<file path="src/rtl/spi_eeprom_pkg.sv">
// spi_eeprom_pkg
//   Shared definitions for the 25LC020A-family SPI EEPROM master:
//   the EEPROM instruction bytes, the CMD_OP encoding, the FSM state
//   encoding and helpers that turn a request into a serial frame.
package spi_eeprom_pkg;

  // EEPROM instruction bytes
  localparam logic [7:0] OP_WREN  = 8'h06;
  localparam logic [7:0] OP_WRITE = 8'h02;
  localparam logic [7:0] OP_RDSR  = 8'h05;
  localparam logic [7:0] OP_READ  = 8'h03;

  // Longest frame is opcode + two bytes; the bit counter must hold 24.
  localparam int FRAME_W  = 24;
  localparam int BITCNT_W = 5;

  typedef enum logic [1:0] {
    CMD_WREN  = 2'd0,
    CMD_WRITE = 2'd1,
    CMD_RDSR  = 2'd2,
    CMD_READ  = 2'd3
  } cmd_op_e;

  typedef enum logic [2:0] {
    ST_IDLE,
    ST_SETUP,
    ST_HIGH,
    ST_LOW,
    ST_GAP
  } state_e;

  // Number of SCK periods in the frame for a command.
  function automatic logic [BITCNT_W-1:0] frame_len(input cmd_op_e op);
    case (op)
      CMD_WREN: return BITCNT_W'(8);
      CMD_RDSR: return BITCNT_W'(16);
      default:  return BITCNT_W'(24);
    endcase
  endfunction

  // Frame contents, MSB first and left-aligned in FRAME_W bits. Dummy
  // bits and anything past the frame end are zero so SI rests low.
  function automatic logic [FRAME_W-1:0] frame_bits(input cmd_op_e op,
                                                    input logic [7:0] addr,
                                                    input logic [7:0] wdata);
    case (op)
      CMD_WREN:  return {OP_WREN, 16'h0000};
      CMD_WRITE: return {OP_WRITE, addr, wdata};
      CMD_RDSR:  return {OP_RDSR, 16'h0000};
      default:   return {OP_READ, addr, 8'h00};
    endcase
  endfunction

  // Commands whose response carries the last received byte.
  function automatic logic op_returns_data(input cmd_op_e op);
    return (op == CMD_RDSR) || (op == CMD_READ);
  endfunction

endpackage

</file>
<file path="src/rtl/spi_phase_timer.sv">
// spi_phase_timer
//   Loadable down-counter that times one SPI phase (SCK half-period or
//   CS gap). tick_o is high while the count is zero, i.e. in the last
//   cycle of an interval loaded with (length-1). It sits at zero when
//   not reloaded.
// Ports:
//   clk_i       system clock
//   rst_i       synchronous active-high reset
//   load_i      load load_val_i this cycle (takes priority over counting)
//   load_val_i  interval length minus one
//   tick_o      interval ends this cycle
module spi_phase_timer #(
  parameter int CNT_W = 6
) (
  input  logic             clk_i,
  input  logic             rst_i,
  input  logic             load_i,
  input  logic [CNT_W-1:0] load_val_i,
  output logic             tick_o
);

  logic [CNT_W-1:0] cnt_q, cnt_d;

  always_comb begin
    cnt_d = cnt_q;
    if (load_i)
      cnt_d = load_val_i;
    else if (cnt_q != '0)
      cnt_d = cnt_q - CNT_W'(1);
  end

  always_ff @(posedge clk_i) begin
    if (rst_i) cnt_q <= '0;
    else       cnt_q <= cnt_d;
  end

  assign tick_o = (cnt_q == '0);

endmodule

</file>
<file path="src/rtl/spi_eeprom_master.sv">
// spi_eeprom_master
//   SPI mode-0 master issuing complete 25LC020A EEPROM transactions
//   (WREN, WRITE, RDSR, READ), one command at a time.
// Parameters:
//   CLK_DIV  CLK cycles per SCK half-period (>=1)
//   CS_GAP   minimum CLK cycles CS_N stays high between frames (>=1)
// Ports:
//   CLK, RESET               clock, synchronous active-high reset
//   CMD_VALID/CMD_READY      request handshake
//   CMD_OP/ADDR/WDATA        command fields, latched on accept
//   RSP_VALID/RSP_DATA       one-cycle completion pulse and read byte
//   BUSY                     frame or CS gap in progress
//   SCK, CS_N, SI, SO        EEPROM serial pins
//   WP_N, HOLD_N             tied inactive (high)
module spi_eeprom_master #(
  parameter int CLK_DIV = 10,
  parameter int CS_GAP  = 50
) (
  input  logic       CLK,
  input  logic       RESET,
  input  logic       CMD_VALID,
  output logic       CMD_READY,
  input  logic [1:0] CMD_OP,
  input  logic [7:0] CMD_ADDR,
  input  logic [7:0] CMD_WDATA,
  output logic       RSP_VALID,
  output logic [7:0] RSP_DATA,
  output logic       BUSY,
  output logic       SCK,
  output logic       CS_N,
  output logic       SI,
  input  logic       SO,
  output logic       WP_N,
  output logic       HOLD_N
);

  import spi_eeprom_pkg::*;

  // One timer serves both interval kinds, so size it for the longer one.
  localparam int TMR_MAX = (CLK_DIV > CS_GAP) ? CLK_DIV : CS_GAP;
  localparam int TMR_W   = (TMR_MAX > 1) ? $clog2(TMR_MAX) : 1;

  state_e              state_q, state_d;
  logic [FRAME_W-1:0]  tx_q, tx_d;
  logic [BITCNT_W-1:0] bits_q, bits_d;      // SCK rises still to come
  logic [7:0]          rx_q, rx_d;
  logic [7:0]          rsp_data_q, rsp_data_d;
  logic                rsp_valid_q, rsp_valid_d;
  cmd_op_e             op_q, op_d;

  logic                accept;
  logic                in_frame;
  logic                tick;
  logic                tmr_load;
  logic [TMR_W-1:0]    tmr_val;

  assign accept   = CMD_VALID && (state_q == ST_IDLE);
  assign in_frame = (state_q == ST_SETUP) || (state_q == ST_HIGH) ||
                    (state_q == ST_LOW);

  // Reload on accept and at every phase boundary inside the frame; the
  // length depends on the phase being entered. GAP runs out to zero and
  // the counter then rests there through IDLE.
  assign tmr_load = accept || (in_frame && tick);
  assign tmr_val  = (state_d == ST_GAP) ? TMR_W'(CS_GAP - 1)
                                        : TMR_W'(CLK_DIV - 1);

  spi_phase_timer #(
    .CNT_W (TMR_W)
  ) u_timer (
    .clk_i      (CLK),
    .rst_i      (RESET),
    .load_i     (tmr_load),
    .load_val_i (tmr_val),
    .tick_o     (tick)
  );

  // ---------------------------------------------------------------
  // FSM: state register
  // ---------------------------------------------------------------
  always_ff @(posedge CLK) begin
    if (RESET) state_q <= ST_IDLE;
    else       state_q <= state_d;
  end

  // ---------------------------------------------------------------
  // FSM: next state
  // ---------------------------------------------------------------
  always_comb begin
    state_d = state_q;
    case (state_q)
      ST_IDLE:  if (accept) state_d = ST_SETUP;
      ST_SETUP: if (tick)   state_d = ST_HIGH;
      ST_HIGH:  if (tick)   state_d = ST_LOW;
      ST_LOW:   if (tick)   state_d = (bits_q == '0) ? ST_GAP : ST_HIGH;
      ST_GAP:   if (tick)   state_d = ST_IDLE;
      default:              state_d = ST_IDLE;
    endcase
  end

  // ---------------------------------------------------------------
  // FSM: outputs
  // ---------------------------------------------------------------
  always_comb begin
    CMD_READY = (state_q == ST_IDLE);
    BUSY      = (state_q != ST_IDLE);
    SCK       = (state_q == ST_HIGH);
    CS_N      = !in_frame;
    SI        = in_frame ? tx_q[FRAME_W-1] : 1'b0;
    RSP_VALID = rsp_valid_q;
    RSP_DATA  = rsp_data_q;
    WP_N      = 1'b1;
    HOLD_N    = 1'b1;
  end

  // ---------------------------------------------------------------
  // Datapath: shift registers, bit counter, response
  // ---------------------------------------------------------------
  always_comb begin
    tx_d        = tx_q;
    bits_d      = bits_q;
    rx_d        = rx_q;
    op_d        = op_q;
    rsp_valid_d = 1'b0;
    rsp_data_d  = rsp_data_q;

    if (accept) begin
      op_d   = cmd_op_e'(CMD_OP);
      tx_d   = frame_bits(cmd_op_e'(CMD_OP), CMD_ADDR, CMD_WDATA);
      bits_d = frame_len(cmd_op_e'(CMD_OP));
    end

    // Last HIGH cycle: sample SO, and advance SI so the next bit appears
    // as SCK falls, a full half-period ahead of the next rise.
    if ((state_q == ST_HIGH) && tick) begin
      rx_d   = {rx_q[6:0], SO};
      tx_d   = {tx_q[FRAME_W-2:0], 1'b0};
      bits_d = bits_q - BITCNT_W'(1);
    end

    // Leaving the final LOW: report completion as GAP is entered.
    if ((state_q == ST_LOW) && tick && (bits_q == '0)) begin
      rsp_valid_d = 1'b1;
      rsp_data_d  = op_returns_data(op_q) ? rx_q : 8'h00;
    end
  end

  always_ff @(posedge CLK) begin
    if (RESET) begin
      tx_q        <= '0;
      bits_q      <= '0;
      rx_q        <= '0;
      op_q        <= CMD_WREN;
      rsp_valid_q <= 1'b0;
      rsp_data_q  <= '0;
    end else begin
      tx_q        <= tx_d;
      bits_q      <= bits_d;
      rx_q        <= rx_d;
      op_q        <= op_d;
      rsp_valid_q <= rsp_valid_d;
      rsp_data_q  <= rsp_data_d;
    end
  end

endmodule

</file>
<file path="config.mk">
export PLATFORM = sky130hd
export DESIGN_NAME = spi_eeprom_master
export DESIGN_NICKNAME = d
export VERILOG_FILES = /design/src/rtl/spi_eeprom_pkg.sv /design/src/rtl/spi_phase_timer.sv /design/src/rtl/spi_eeprom_master.sv
export SDC_FILE = /design/constraint.sdc
export NUM_CORES = 1
export LEC_CHECK = 0
export ABC_CLOCK_PERIOD_IN_PS = 1700
export BUFFER_PORTS_ARGS = -buffer_cell sky130_fd_sc_hd__buf_2
export CELL_PAD_IN_SITES_DETAIL_PLACEMENT = 1
export CELL_PAD_IN_SITES_GLOBAL_PLACEMENT = 1
export CORE_UTILIZATION = 38
export CTS_CLUSTER_SIZE = 24
export DETAILED_ROUTE_END_ITERATION = 6
export PLACE_DENSITY_LB_ADDON = 0.1
export SYNTH_ARGS = -nofsm -noshare
export SYNTH_HDL_FRONTEND = slang
export SYNTH_SLANG_ARGS = --single-unit
export TNS_END_PERCENT = 30
</file>
<file path="constraint.sdc">
create_clock -name CLK -period 1.7 [get_ports CLK]
set_clock_uncertainty 0.05 [all_clocks]
set_input_delay 0 -clock CLK [delete_from_list [all_inputs] [get_ports CLK]]
set_output_delay 0 -clock CLK [all_outputs]
set_load 0.1 [all_outputs]
</file>
* After elaboration in Yosys (flattened, before gate mapping) *
Cells that the tools add are included.

operators by class
  $add $sub $neg = 2
  equality and inequality tests = 9
  muxes and demuxes = 19
  reductions and logical operators = 19

operators by type and width
  operator               number
  $pmux W19 S3           1
  $mux W24               2
  $mux W3                6
  $mux W6                3
  $pmux W3 S5            1
  $mux W5                2
  $pmux W5 S2            1
  $mux W8                1
  $eq A2 B2 Y1 const B   3
  $eq A3 B2 Y1 const B   2
  $eq A3 B3 Y1 const B   2
  $logic_not A6 Y1       1
  $reduce_bool A6 Y1     1
  $sub A6 B1 Y6 const B  1
  $logic_and A1 B1 Y1    5
  $logic_not A5 Y1       1
  $sub A5 B1 Y5 const B  1
  $logic_or A1 B1 Y1     4
  $reduce_bool A2 Y1     2
  $eq A3 B1 Y1 const B   1
  $logic_not A3 Y1       1
  $reduce_bool A3 Y1     1
  $eq A2 B1 Y1 const B   1
  $logic_not A2 Y1       1
  3 further kinds        4

storage, ports and cells
  register bits = 57
  bits of input ports = 22
  output and inout port bits = 16

* Logic depth before layout (Yosys ltp) *
Gate-level depths: netlist of the first run.

  word-level depth = 7
  depth in mapped cells = 8

* By module *
From an unflattened synthesis of the first run, not the netlist that was laid out.

second synthesis, totals
  cells, all modules = 298
  area, all modules = 2,657.5 um^2

modules (own cells, without submodules)
  module             instances  cells an instance  area each (um^2)  seq. area each (um^2)
  spi_eeprom_master  1          252                2,262.2           1,001.0
  spi_phase_timer    1          46                 395.4             120.1

* Worst setup path before layout of the first run *
OpenSTA, ideal clock, no wires.

  path kind = register -> register
  start = reg state_q[1]
  end = reg tx_q[2]
  library setup time = 0.125 ns
  arrival = 2.886 ns
  data required time = 1.525 ns
  path slack = -1.361 ns
  cell stages (with the launch flop) = 6
  path buffers = 1
  cell sequence = dfxtp_1 > nor3b_2 > nand3_1 > buf_2 > mux2i_1 > o2bb2ai_1

on the way
  word-level cells in the longest chain between the ends = 3
  elaborated cells between the ends (all ways) = 6

RTL lines
  item                                            RTL line                  RTL
  start: declaration                              spi_eeprom_master.sv:43   state_e state_q, state_d;
  start signal: assignment                        spi_eeprom_master.sv:83   else state_q <= state_d;
  $eq A3 B2 Y1 *                                  --
  named net SCK                                   spi_eeprom_master.sv:29   output logic SCK,
  $logic_and A1 B1 Y1 *                           spi_eeprom_master.sv:135  if ((state_q == ST_HIGH) && tick) begin
  $mux W24 or $reduce_bool A2 Y1 (tied branches)  --
  end signal: assignment                          spi_eeprom_master.sv:157  tx_q <= tx_d;
  end: declaration                                spi_eeprom_master.sv:44   logic [FRAME_W-1:0] tx_q, tx_d;

Mark *: on every way through the listed nets, which the timed path passes. The rest lies on a longest branch.
A chain may end at the register's enable or synchronous reset.

* Worst setup path after layout of the first run *
  start = reg bits_q[0]
  end = reg rsp_data_q[1] (netlist: RSP_DATA[1])

on the way
  word-level cells in the longest chain between the ends = 2

RTL lines
  item                      RTL line                  RTL
  start: declaration        spi_eeprom_master.sv:45   logic [BITCNT_W-1:0] bits_q, bits_d;
  start signal: assignment  spi_eeprom_master.sv:158  bits_q <= bits_d;
  $logic_not A5 Y1          spi_eeprom_master.sv:142  if ((state_q == ST_LOW) && tick && (bits_q == '0)) begin
  $logic_and A1 B1 Y1       spi_eeprom_master.sv:142
  end signal: assignment    spi_eeprom_master.sv:162  rsp_data_q <= rsp_data_d;
  end: declaration          spi_eeprom_master.sv:47   logic [7:0] rsp_data_q, rsp_data_d;

Every way passes these cells.

==> key figures, run 1 <==
Timing
  • Final slew viol count: 0
  • Worst setup margin: -80.4 ps
  • Fin. Hold Viols: 0
  • FMAX: 562 MHz
  • RSZ-0062 raised after global routing: yes
  • Period utilization: 105%
  • Fin crit period: 1780 ps
  • Setup TNS: -394 ps
  • Setup Viol. Count Final: 10

Place
  • DP Area: 0.00311 sq mm
  • PortBufs: 35
  • Final Wtd Congestion: 0.812
  • Post-DP HPWL: 4850 um
  • Dpl ws: -210 ps

Route
  • Routed vias: 2414
  • Final WL: 7540 um
  • DR pass1 iterations: 6
  • Final ANT Viol Nets: 0
  • DRT iter0 DRCs: 68
  • DRC: 5
  • Via density: 5.23
  • Routed WL per cell: 16.3 um

Yosys
  • Register bit total from synthesis: 56
  • Largest area contributor in the netlist: dfxtp_1
  • Netlist cell types: 47
  • Synthesized netlist cell count: 297
  • Main synth FF type: dfxtp_1
  • Synth cell count leaders: dfxtp_1 (56), nand2_1 (49), a21oi_1 (31)
  • Number of synthesized flops with an enable pin: 0
  • Most numerous cell in the Yosys netlist: dfxtp_1
  • Syn_area_per_cell: 8.61 sq um
  • Post-synth ARST share: 0%
  • Synth area leaders: dfxtp_1 (44%), nand2_1 (7.2%), mux2i_1 (6.7%)
  • Synthesis Warnings: 0
  • Sequential area share after synthesis: 43.8%
  • Synth top area share: 43.8%
  • Mapped Area: 0.00256 sq mm

Finish
  • Share of cells above drive strength 1: 31.7%
  • Nets: 410
  • Diode count: 0
  • Fin util: 55.5%
  • Area growth from synthesis to layout: 39.4%
  • Design area: 0.00356 sq mm

Clock network
  • Root buffer cell: clkbuf_8
  • Clk buf depth: 2
  • CTS clk-pin slew, worst paths: 110 ps
  • CTS buffer count: 5
  • Clock sinks: 56
  • # H-tree levels: 2
  • Clk Latency, worst-skew pair: 320 ps
  • CTS tree: done

GRT
  • Vias in the first global route: 2518
  • Initial antenna violation count: 0
  • GRT Overall Usage: 22.0%
  • First-pass GRT wire length: 12400 um
  • Largest net degree at the start of global routing: 32
  • Total grt overflow: 0

Critical path
  • CP Capture Type: flip-flop
  • CP top delay family: simple AND/OR/NAND/NOR gates
  • CP max stage cell: or4b_4
  • Reg2Reg Setup Slack: -80 ps
  • CP Launch Type: flip-flop
  • CP max FO: 6
  • Crit path arrival time: 1940 ps
  • CP peak stage delay: 510 ps
  • Crit path cell chain: inv_2 -> ha_4 -> nor4b_4 -> buf_4 -> or4b_4 -> nand2_1 -> a21oi_1
  • Crit path kind: reg2reg
  • Worst Path Required: 1860 ps
  • WP buf/inv: 2

Floorplanning
  • Die Height: 84.0 um
  • Die width: 84.0 um
  • Initial Util: 39.8%
  • Area of the die: 0.00706 sq mm
  • Floorplan core area: 0.00642 sq mm
  • I/O pin count: 38
  • # rows: 29

Power
  • PD cells: 1310 mW/mm^2
  • Maximum VDD drop: 1.48 mV
  • Leak: 1.50 nW
  • Seq pwr share: 33.7%
  • Clock Power Share: 16.5%
  • Switch Pwr: 1.91 mW
  • Internal Dissipation: 2.76 mW
  • Switching Share: 40.9%
  • Comb pwr share: 49.8%

Outcome
  • Failing checks: design-rule violations, negative setup slack
  • Status: finished, violations left

Hold path
  • Type of the worst min-delay path: in2reg

Flow run
  • MaxCap Viol Count: 0
-- per-layer routing --
| metal | vias to the layer above | wire [um] | global-route usage [%] |
|---|---|---|---|
| met1 | 1167 | 3460 | 27.7 |
| li1 | 1197 | - | - |
| met4 | 0 | 113 | 7.21 |
| met2 | 42 | 3750 | 38.7 |
| met5 | - | 0 | 0 |
| met3 | 8 | 208 | 2.97 |
-- worst register-to-register path, delay by kind of cell (launching register included) --
| kind | cells | cell delay (ps) |
|---|---|---|
| buffers and inverters | 2 | 240 |
| AOI/OAI and AO/OA | 1 | 60 |
| DFF | 1 | 340 |
| adders and majority gates | 1 | 120 |
| and+or+nand+nor | 3 | 860 |
-- final timing paths --
check / startpoint / end / depth (start not counted)
setup / recovery: bits_q[0] / RSP_DATA[1] / 7
hold / removal: RESET / tx_q[4] / 2
setup reg to reg: bits_q[0] / RSP_DATA[1] / 7
hold reg to reg: tx_q[20] / tx_q[21] / 2
-- power by group through the flow --
stage | logic (mW) | clock network, mW | registers, mW
after floorplan | 1.30 | 0 | 1.59
after global placement | 2.02 | 0 | 1.58
after detailed placement | 2.04 | 0 | 1.58
after CTS | 2.23 | 0.785 | 1.57
after global routing | 2.52 | 0.843 | 1.59
final | 2.33 | 0.770 | 1.58
-- state kept, by name (all words and copies together) (netlist names) --
| register | flops |
|---|---|
| u_timer.cnt_q | 6 |
| RSP_DATA | 8 |
| op_q | 1 |
| state_q | 3 |
| rx_q | 8 |
| tx_q | 24 |
| bits_q | 5 |
| RSP_VALID | 1 |
-- logic make-up (layout without fill, tap and decap cells) --
kind of cell    Yosys count  count (layout)  synth area share, %
flops                    56              56                 43.8
other cells               1               2                0.147
simple gates            127             128                 26.8
xor+xnor                  2               2                0.685
mux                      18              18                 7.09
fa+ha+maj                 4               4                 1.96
buf+inv                  28             114                 5.28
compound gates           61              61                 14.2
-- area by class of cell --
class	count	area (sq um)
Clock buffer	5	68.8
Clock inverter	3	23.8
Fill cell	751	2860
Inverter	7	26.3
Multi-Input combinational cell	215	1440
Sequential cell	56	1130
Tap cell	77	96.3
Timing Repair Buffer	99	779
-- metrics by stage --
step	total power [mW]	std cells	hold WS [ps]
after global routing	4.96	462	22.5
after CTS	4.58	460	10.9
after floorplan	2.90	298	58.6
final	4.67	462	14.1
after global placement	3.60	429	141
after detailed placement	3.62	429	158
-- placed cells by master, fill, tap and decap left out, drive strengths merged, types with 2 or more instances in the layout --
cell type and n:
buf 80, conb 2, and2 15, nand2 49, nand2b 3, or4b 3
nor4b 4, inv 7, dlygate4sd3 18, o21ai 10, ha 4, a31oi 6
or3 4, mux2i 17, clkinvlp 2, clkbuf 6, nor3 4, nand3b 3
nor2b 3, dfxtp 56, nor2 13, o2bb2ai 5, nand3 17, a21oi 31
nor3b 5
-- what timing repair did --
item                                   in CTS  in global routing
resized for setup                          21                 13
cloned                                      2                  0
endpoints found under the hold margin      19                  0
buffers inserted                            3                  2
setup endpoints to repair                  47                 31
hold buffers                               18                  0
pin swaps                                  12                  7
No activity file was read; power rests on OpenSTA's default activity.
==> inputs of run 2 (changes only) <==
--- a/config.mk
+++ b/config.mk
@@ -7,7 +7,7 @@
 export LEC_CHECK = 0
 export ABC_CLOCK_PERIOD_IN_PS = 1700
 export BUFFER_PORTS_ARGS = -buffer_cell sky130_fd_sc_hd__buf_2
-export CELL_PAD_IN_SITES_DETAIL_PLACEMENT = 1
+export CELL_PAD_IN_SITES_DETAIL_PLACEMENT = 0
 export CELL_PAD_IN_SITES_GLOBAL_PLACEMENT = 1
 export CORE_UTILIZATION = 38
 export CTS_CLUSTER_SIZE = 24
==> run 2 against run 1 <==
The flow still finishes with violations (design-rule violations, negative setup slack); die area stayed put; via count is 0.79% lower; final area is 0.56% higher; sequential share of layout area is 0.18 points lower; core utilization is 0.31 points higher; global-route usage is 3.7 points lower; sequential cell count stayed put.
==> key figures, run 2 (synthesis results as in run 1) <==
Clock network
  • CTS buffer count: 5 (unchanged)
  • Clock sinks: 56 (unchanged)
  • Clk Latency, worst-skew pair: 310 ps (about the same)
  • Clk buf depth: 2 (unchanged)
  • CTS clk-pin slew, worst paths: 110 ps (about the same)
  • # H-tree levels: 2 (unchanged)
  • Root buffer cell: clkbuf_8
  • CTS tree: done

Route
  • Routed vias: 2395 (-0.79%)
  • DRC: 6 (+1)
  • DR pass1 iterations: 6 (unchanged)
  • Final WL: 6530 um (-13%)
  • Routed WL per cell: 14.0 um (-14%)
  • DRT iter0 DRCs: 68 (unchanged)
  • Final ANT Viol Nets: 0 (unchanged)
  • Via density: 5.15 (-1.4%)

Timing
  • Worst setup margin: -63.0 ps (+17.4 ps)
  • Hold WS: 23.0 ps (+8.89 ps)
  • Setup TNS: -336 ps (+57.8 ps)
  • Fin. Hold Viols: 0 (unchanged)
  • Final slew viol count: 0 (unchanged)
  • Fin crit period: 1760 ps (-17.4 ps)
  • Setup Viol. Count Final: 12 (+2)
  • RSZ-0062 raised after global routing: yes
  • FMAX: 567 MHz (+0.99%)
  • Period utilization: 104% (-1.0 points)

Floorplanning
  • # rows: 29 (unchanged)
  • Die Height: 84.0 um (unchanged)
  • Initial Util: 39.8% (unchanged)
  • Area of the die: 0.00706 sq mm (unchanged)
  • Floorplan core area: 0.00642 sq mm (unchanged)
  • Die width: 84.0 um (unchanged)
  • I/O pin count: 38 (unchanged)

Finish
  • Fin util: 55.8% (+0.31 points)
  • Commonest non-fill, non-tap cell in the layout: dfxtp_1
  • Diode count: 0 (unchanged)
  • Fillcell total: 602 (-20%)
  • Area growth from synthesis to layout: 40.2%
  • Commonest non-fill, non-tap cells in the layout: dfxtp_1 (52), nand2_1 (48), buf_4 (43)
  • Design area: 0.00358 sq mm (+0.56%)
  • Max reg flops: 24 (unchanged)
  • Largest register by flop count: tx_q
  • Nets: 413 (+0.73%)
  • Share of cells above drive strength 1: 33.5% (+1.8 points)
  • Non-Filler Instances: 465 (+0.65%)

Flow run
  • MaxCap Viol Count: 0 (unchanged)

Place
  • Post-DP HPWL: 4290 um (-11%)
  • Dpl ws: -166 ps (+43.9 ps)
  • Final Wtd Congestion: 0.812 (unchanged)
  • DP Area: 0.00311 sq mm (unchanged)
  • DP Cell Count: 429 (unchanged)
  • PortBufs: 35 (unchanged)

GRT
  • Vias in the first global route: 2201 (-13%)
  • GRT Overall Usage: 18.4% (-3.7 points)
  • Largest net degree at the start of global routing: 32 (unchanged)
  • Initial antenna violation count: 0 (unchanged)
  • Total grt overflow: 0 (unchanged)
  • First-pass GRT wire length: 10400 um (-16%)

Hold path
  • Type of the worst min-delay path: in2reg

Power
  • Leak: 1.52 nW (+1.3%)
  • PD cells: 1290 mW/mm^2 (-2.0%)
  • Total Power: 4.61 mW (-1.4%)
  • Maximum VDD drop: 1.29 mV (-12%)

Critical path
  • Crit path cell chain: inv_2 -> ha_2 -> nand3b_1 -> buf_4 -> or4b_4 -> nand2_1 -> a21oi_1
  • CP max FO: 6 (unchanged)
  • Crit path arrival time: 1910 ps (-30 ps)
  • CP max stage cell: or4b_4
  • CP peak stage delay: 570 ps (+60 ps)
  • Crit path kind: reg2reg
  • Worst Path Required: 1850 ps (about the same)
  • CP Launch Type: flip-flop
  • CP Capture Type: flip-flop

Outcome
  • Failing checks: design-rule violations, negative setup slack
  • Status: finished, violations left
-- run 2: cell types whose count changed in the layout (fill, tap and decap cells not counted), sizes merged --
cell,before,now
clkbuf,6,5
buf,80,84
inv,7,8
clkinvlp,2,1
-- run 2: final cells by class --
type / count / area [sq um] / area share (%)
Clock buffer: 5 / 68.8 / 1.92
Clock inverter: 3 / 21.3 / 0.593
Inverter: 7 / 26.3 / 0.733
Multi-Input combinational cell: 215 / 1450 / 40.3
Sequential cell: 56 / 1130 / 31.4
Tap cell: 77 / 96.3 / 2.69
Timing Repair Buffer: 102 / 800 / 22.3
-- run 2: where the power goes --
part           total, mW  internal [mW]  switching (mW)
logic               2.28           1.00            1.28
clock network      0.752          0.294           0.458
registers           1.58           1.46           0.112
-- run 2: timing repair --
item,4_1_cts,5_1_grt
endpoints found under the setup margin,34,45
gates cloned,1,1
hold buffers,18,0
pin swaps,1,17
buffers inserted,1,7
hold endpoints to repair,19,0
resized for setup,10,27
-- run 2: path summary, 6_finish.rpt --
path	start	endpoint	slack, ps	depth (start not counted)
worst max-delay path	u_timer.cnt_q[1]	RSP_DATA[1]	-60	7
worst min-delay path	CMD_OP[0]	tx_q[18]	20	4
worst max register to register	u_timer.cnt_q[1]	RSP_DATA[1]	-60	7
worst min register to register	tx_q[21]	tx_q[22]	410	2
-- run 2: layer usage --
| layer | share of wire (%) | wire length, um | vias up | GRT usage (%) |
|---|---|---|---|---|
| met5 | 0 | 0 | - | 0 |
| met3 | 3.2 | 207 | 4 | 3.36 |
| met4 | 0.74 | 48 | 0 | 3.76 |
| li1 | - | - | 1207 | - |
| met1 | 49 | 3180 | 1136 | 24.6 |
| met2 | 47 | 3100 | 48 | 30.8 |
-- run 2: critical path: cells and delay by family, from the launching register on --
kind | cells | cell delay, ps
buffers and inverters | 2 | 230
AOI/OAI and AO/OA | 1 | 60
adders and majority gates | 1 | 190
DFF | 1 | 340
and+or+nand+nor | 3 | 800
==> inputs of run 3 (changes only) <==
--- a/config.mk
+++ b/config.mk
@@ -5,11 +5,12 @@
 export SDC_FILE = /design/constraint.sdc
 export NUM_CORES = 1
 export LEC_CHECK = 0
+export ABC_AREA = 1
 export ABC_CLOCK_PERIOD_IN_PS = 1700
 export BUFFER_PORTS_ARGS = -buffer_cell sky130_fd_sc_hd__buf_2
 export CELL_PAD_IN_SITES_DETAIL_PLACEMENT = 0
 export CELL_PAD_IN_SITES_GLOBAL_PLACEMENT = 1
-export CORE_UTILIZATION = 38
+export CORE_UTILIZATION = 36
 export CTS_CLUSTER_SIZE = 24
 export DETAILED_ROUTE_END_ITERATION = 6
 export PLACE_DENSITY_LB_ADDON = 0.1
==> run 3 against run 2 <==
The run now ends clean; fmax rose by 11%; hold slack got worse by 4.9 ps; non-clock buffer count fell by 45; sequential power rose by 3%; sequential share of layout area rose by 2.5 points; first-iteration DRC count rose by 13%; area after synthesis rose by 7.6%; largest cell class unchanged; largest power group unchanged.
==> key figures, run 3 <==
Outcome
  • Status: finished, final reports clean

Power
  • Leak: 1.61 nW (+6.3%)
  • Seq pwr share: 34.1% (about the same)
  • Switching Share: 44.9% (+4.8 points)
  • Internal Dissipation: 2.63 mW (-4.8%)
  • Total Power: 4.77 mW (+3.5%)
  • Switch Pwr: 2.14 mW (+16%)
  • PD cells: 1440 mW/mm^2 (+12%)
  • Comb pwr share: 46.9% (-2.6 points)
  • Clock Power Share: 19.1% (+2.8 points)
  • Maximum VDD drop: 0.632 mV (-51%)

Clock network
  • CTS tree: done
  • Clk buf depth: 2 (unchanged)
  • # H-tree levels: 2 (unchanged)
  • CTS clk-pin slew, worst paths: 110 ps (about the same)
  • Root buffer cell: clkbuf_8
  • CTS buffer count: 5 (unchanged)
  • Clk Latency, worst-skew pair: 320 ps (about the same)
  • Clock sinks: 56 (unchanged)

Route
  • Routed vias: 2649 (+11%)
  • Final ANT Viol Nets: 0 (unchanged)
  • Via density: 4.74 (-8.0%)
  • DRT iter0 DRCs: 77 (+13%)
  • DRC: 0 (-6)
  • DR pass1 iterations: 4 (-2)
  • Final WL: 6530 um (about the same)
  • Routed WL per cell: 11.7 um (-17%)

Finish
  • Area growth from synthesis to layout: 20.1%
  • Commonest non-fill, non-tap cells in the layout: nand2_1 (108), nand3_1 (57), dfxtp_1 (55)
  • Fillcell total: 779 (+29%)
  • Non-Filler Instances: 559 (+20%)
  • Nets: 485 (+17%)
  • Max reg flops: 24 (unchanged)
  • Share of cells above drive strength 1: 17.8% (-16 points)
  • Diode count: 0 (unchanged)
  • Commonest non-fill, non-tap cell in the layout: nand2_1
  • Largest register by flop count: tx_q

Yosys
  • Sequential area share after synthesis: 40.7% (-3.1 points)
  • Syn_area_per_cell: 6.60 sq um (-23%)
  • Number of synthesized flops with an enable pin: 0 (unchanged)
  • Synth area leaders: dfxtp_1 (41%), nand2_1 (15%), nand3_1 (11%)
  • Register bit total from synthesis: 56 (unchanged)
  • Netlist cell types: 24 (-49%)
  • Main synth FF type: dfxtp_1
  • Synthesized netlist cell count: 417 (+40%)
  • Synthesis Warnings: 0 (unchanged)
  • Synth cell count leaders: nand2_1 (109), nand3_1 (58), dfxtp_1 (56)
  • Most numerous cell in the Yosys netlist: nand2_1
  • Largest area contributor in the netlist: dfxtp_1
  • Synth top area share: 40.7% (-3.1 points)
  • Post-synth ARST share: 0% (unchanged)
  • Mapped Area: 0.00275 sq mm (+7.6%)

Critical path
  • CP Launch Type: flip-flop
  • CP max FO: 5 (-1)
  • Reg2reg start: u_timer.cnt_q[1]
  • CP Capture Type: output pin
  • Crit path kind: reg2out
  • R2R depth: 9 (+2)
  • Crit path arrival time: 1540 ps (-370 ps)
  • Worst flop-to-flop path endpoint: tx_q[13]
  • Reg2Reg Setup Slack: 130 ps (+190 ps)
  • Worst Path Required: 1650 ps (-200 ps)
  • CP startpoint: state_q[0]

Timing
  • Worst Max-Slew Pin Slew: 622 ps
  • RSZ-0062 raised after global routing: no
  • Fin. Hold Viols: 0 (unchanged)
  • FMAX: 629 MHz (+11%)
  • Setup Viol. Count Final: 0 (-12)
  • Headroom to the max-slew limit: 58.5%
  • Period utilization: 93.5% (-10 points)
  • Fin crit period: 1590 ps (-173 ps)
  • Setup TNS: 0 ps (+336 ps)
  • Worst setup margin: 110 ps (+173 ps)
  • Final slew viol count: 0 (unchanged)

Place
  • Dpl ws: 72.2 ps (+239 ps)
  • DP Cell Count: 547 (+28%)
  • Final Wtd Congestion: 0.773 (-4.7%)
  • Post-DP HPWL: 4550 um (+6.0%)
  • PortBufs: 35 (unchanged)

Hold path
  • Hold Path Stages: 7 (+3)
  • Type of the worst min-delay path: in2reg
  • Hold Path Sink: tx_q[1]
  • Hold_sp: CMD_WDATA[1]

Floorplanning
  • # rows: 31 (+6.9%)
  • Initial Util: 37.5% (-2.3 points)
  • I/O pin count: 38 (unchanged)
  • Area of the die: 0.00800 sq mm (+13%)
  • Die width: 89.4 um (+6.4%)
  • Die Height: 89.4 um (+6.4%)
  • Floorplan core area: 0.00733 sq mm (+14%)

GRT
  • GRT Overall Usage: 18.0% (-0.38 points)
  • Vias in the first global route: 2346 (+6.6%)
  • Largest net degree at the start of global routing: 24 (-25%)
  • First-pass GRT wire length: 11000 um (+5.6%)
  • Total grt overflow: 0 (unchanged)
  • Initial antenna violation count: 0 (unchanged)

Flow run
  • MaxCap Viol Count: 0 (unchanged)
==> run 3: cell count changes in the layout (fill, tap and decap cells not counted), sizes merged, moves of 5 or more <==
cell         change
nand2           +61
inv             +46
nand3           +43
nor2            +38
buf             -30
mux2i           -17
and2            -15
dlygate4sd3     -15
a31oi            -6
nor3b            -5
o2bb2ai          -5
==> run 3: timing repair <==
action / CTS / global route
gates resized for setup: 0 / 5
endpoints found under the hold margin: 3 / 0
hold buffers: 3 / 0
setup buffers: 0 / 0
endpoints found under the setup margin: 0 / 17
==> run 3: stage by stage <==
| stage | instance area, sq um | utilization, % | hold slack [ps] |
|---|---|---|---|
| after floorplan | 2780 | - | 84.9 |
| after global placement | 3130 | 42.7 | 183 |
| after detailed placement | 3130 | 42.7 | 186 |
| after CTS | 3280 | 44.7 | 13.4 |
| after global routing | 3310 | 45.1 | 62.4 |
| final | 3310 | 45.1 | 18.2 |
==> run 3: kinds of logic (layout without fill, tap and decap cells) <==
family                     Yosys count  count (layout)  share of synthesized area (%)
other                                1               2                          0.136
and+or+nand+nor                    227             228                           36.1
AOI/OAI and AO/OA                   47              47                           8.55
adders and majority gates            4               4                           1.82
buffers and inverters               79             120                           11.7
xor gates and xnor gates             3               3                          0.955
DFF                                 56              56                           40.7
==> run 3: area by class of cell <==
type / count / area [sq um] / share of cell area [%]
clock buffer: 5 / 68.8 / 2.08
clock inverter: 3 / 47.5 / 1.44
inverter: 55 / 210 / 6.36
multi-input combinational: 284 / 1360 / 41.1
sequential: 56 / 1120 / 34.0
tap: 99 / 124 / 3.75
timing repair buffer: 57 / 375 / 11.4
==> run 3: how the worst max path moves through the flow <==
stage | to | slack, ps | cells after the start
final | CS_N | 110 | 3
after global routing | tx_q[12] | 20 | 9
after CTS | RSP_DATA[6] | 40 | 8
after detailed placement | RSP_DATA[2] | 70 | 8
after global placement | RSP_DATA[5] | 120 | 8
after floorplan | SI | 40 | 2
==> run 3: power by group through the flow <==
stage / clock network [mW] / registers [mW] / logic (mW)
after detailed placement: 0 / 1.65 / 2.20
after global routing: 0.970 / 1.65 / 2.50
after floorplan: 0 / 1.63 / 1.62
after global placement: 0 / 1.65 / 2.21
final: 0.909 / 1.62 / 2.24
after CTS: 0.940 / 1.62 / 2.21
==> run 3: layer usage <==
metal / GRT usage, % / wire [um]
met5: 0 / 0
met2: 28.2 / 2910
met1: 24.8 / 3300
met3: 3.14 / 209
met4: 6.49 / 111
==> run 3: critical path, stage by stage, from the launching register on <==
cell,delay (ps)
dfxtp_1,340
buf_4,160
o21ai_4,240
buf_2,480
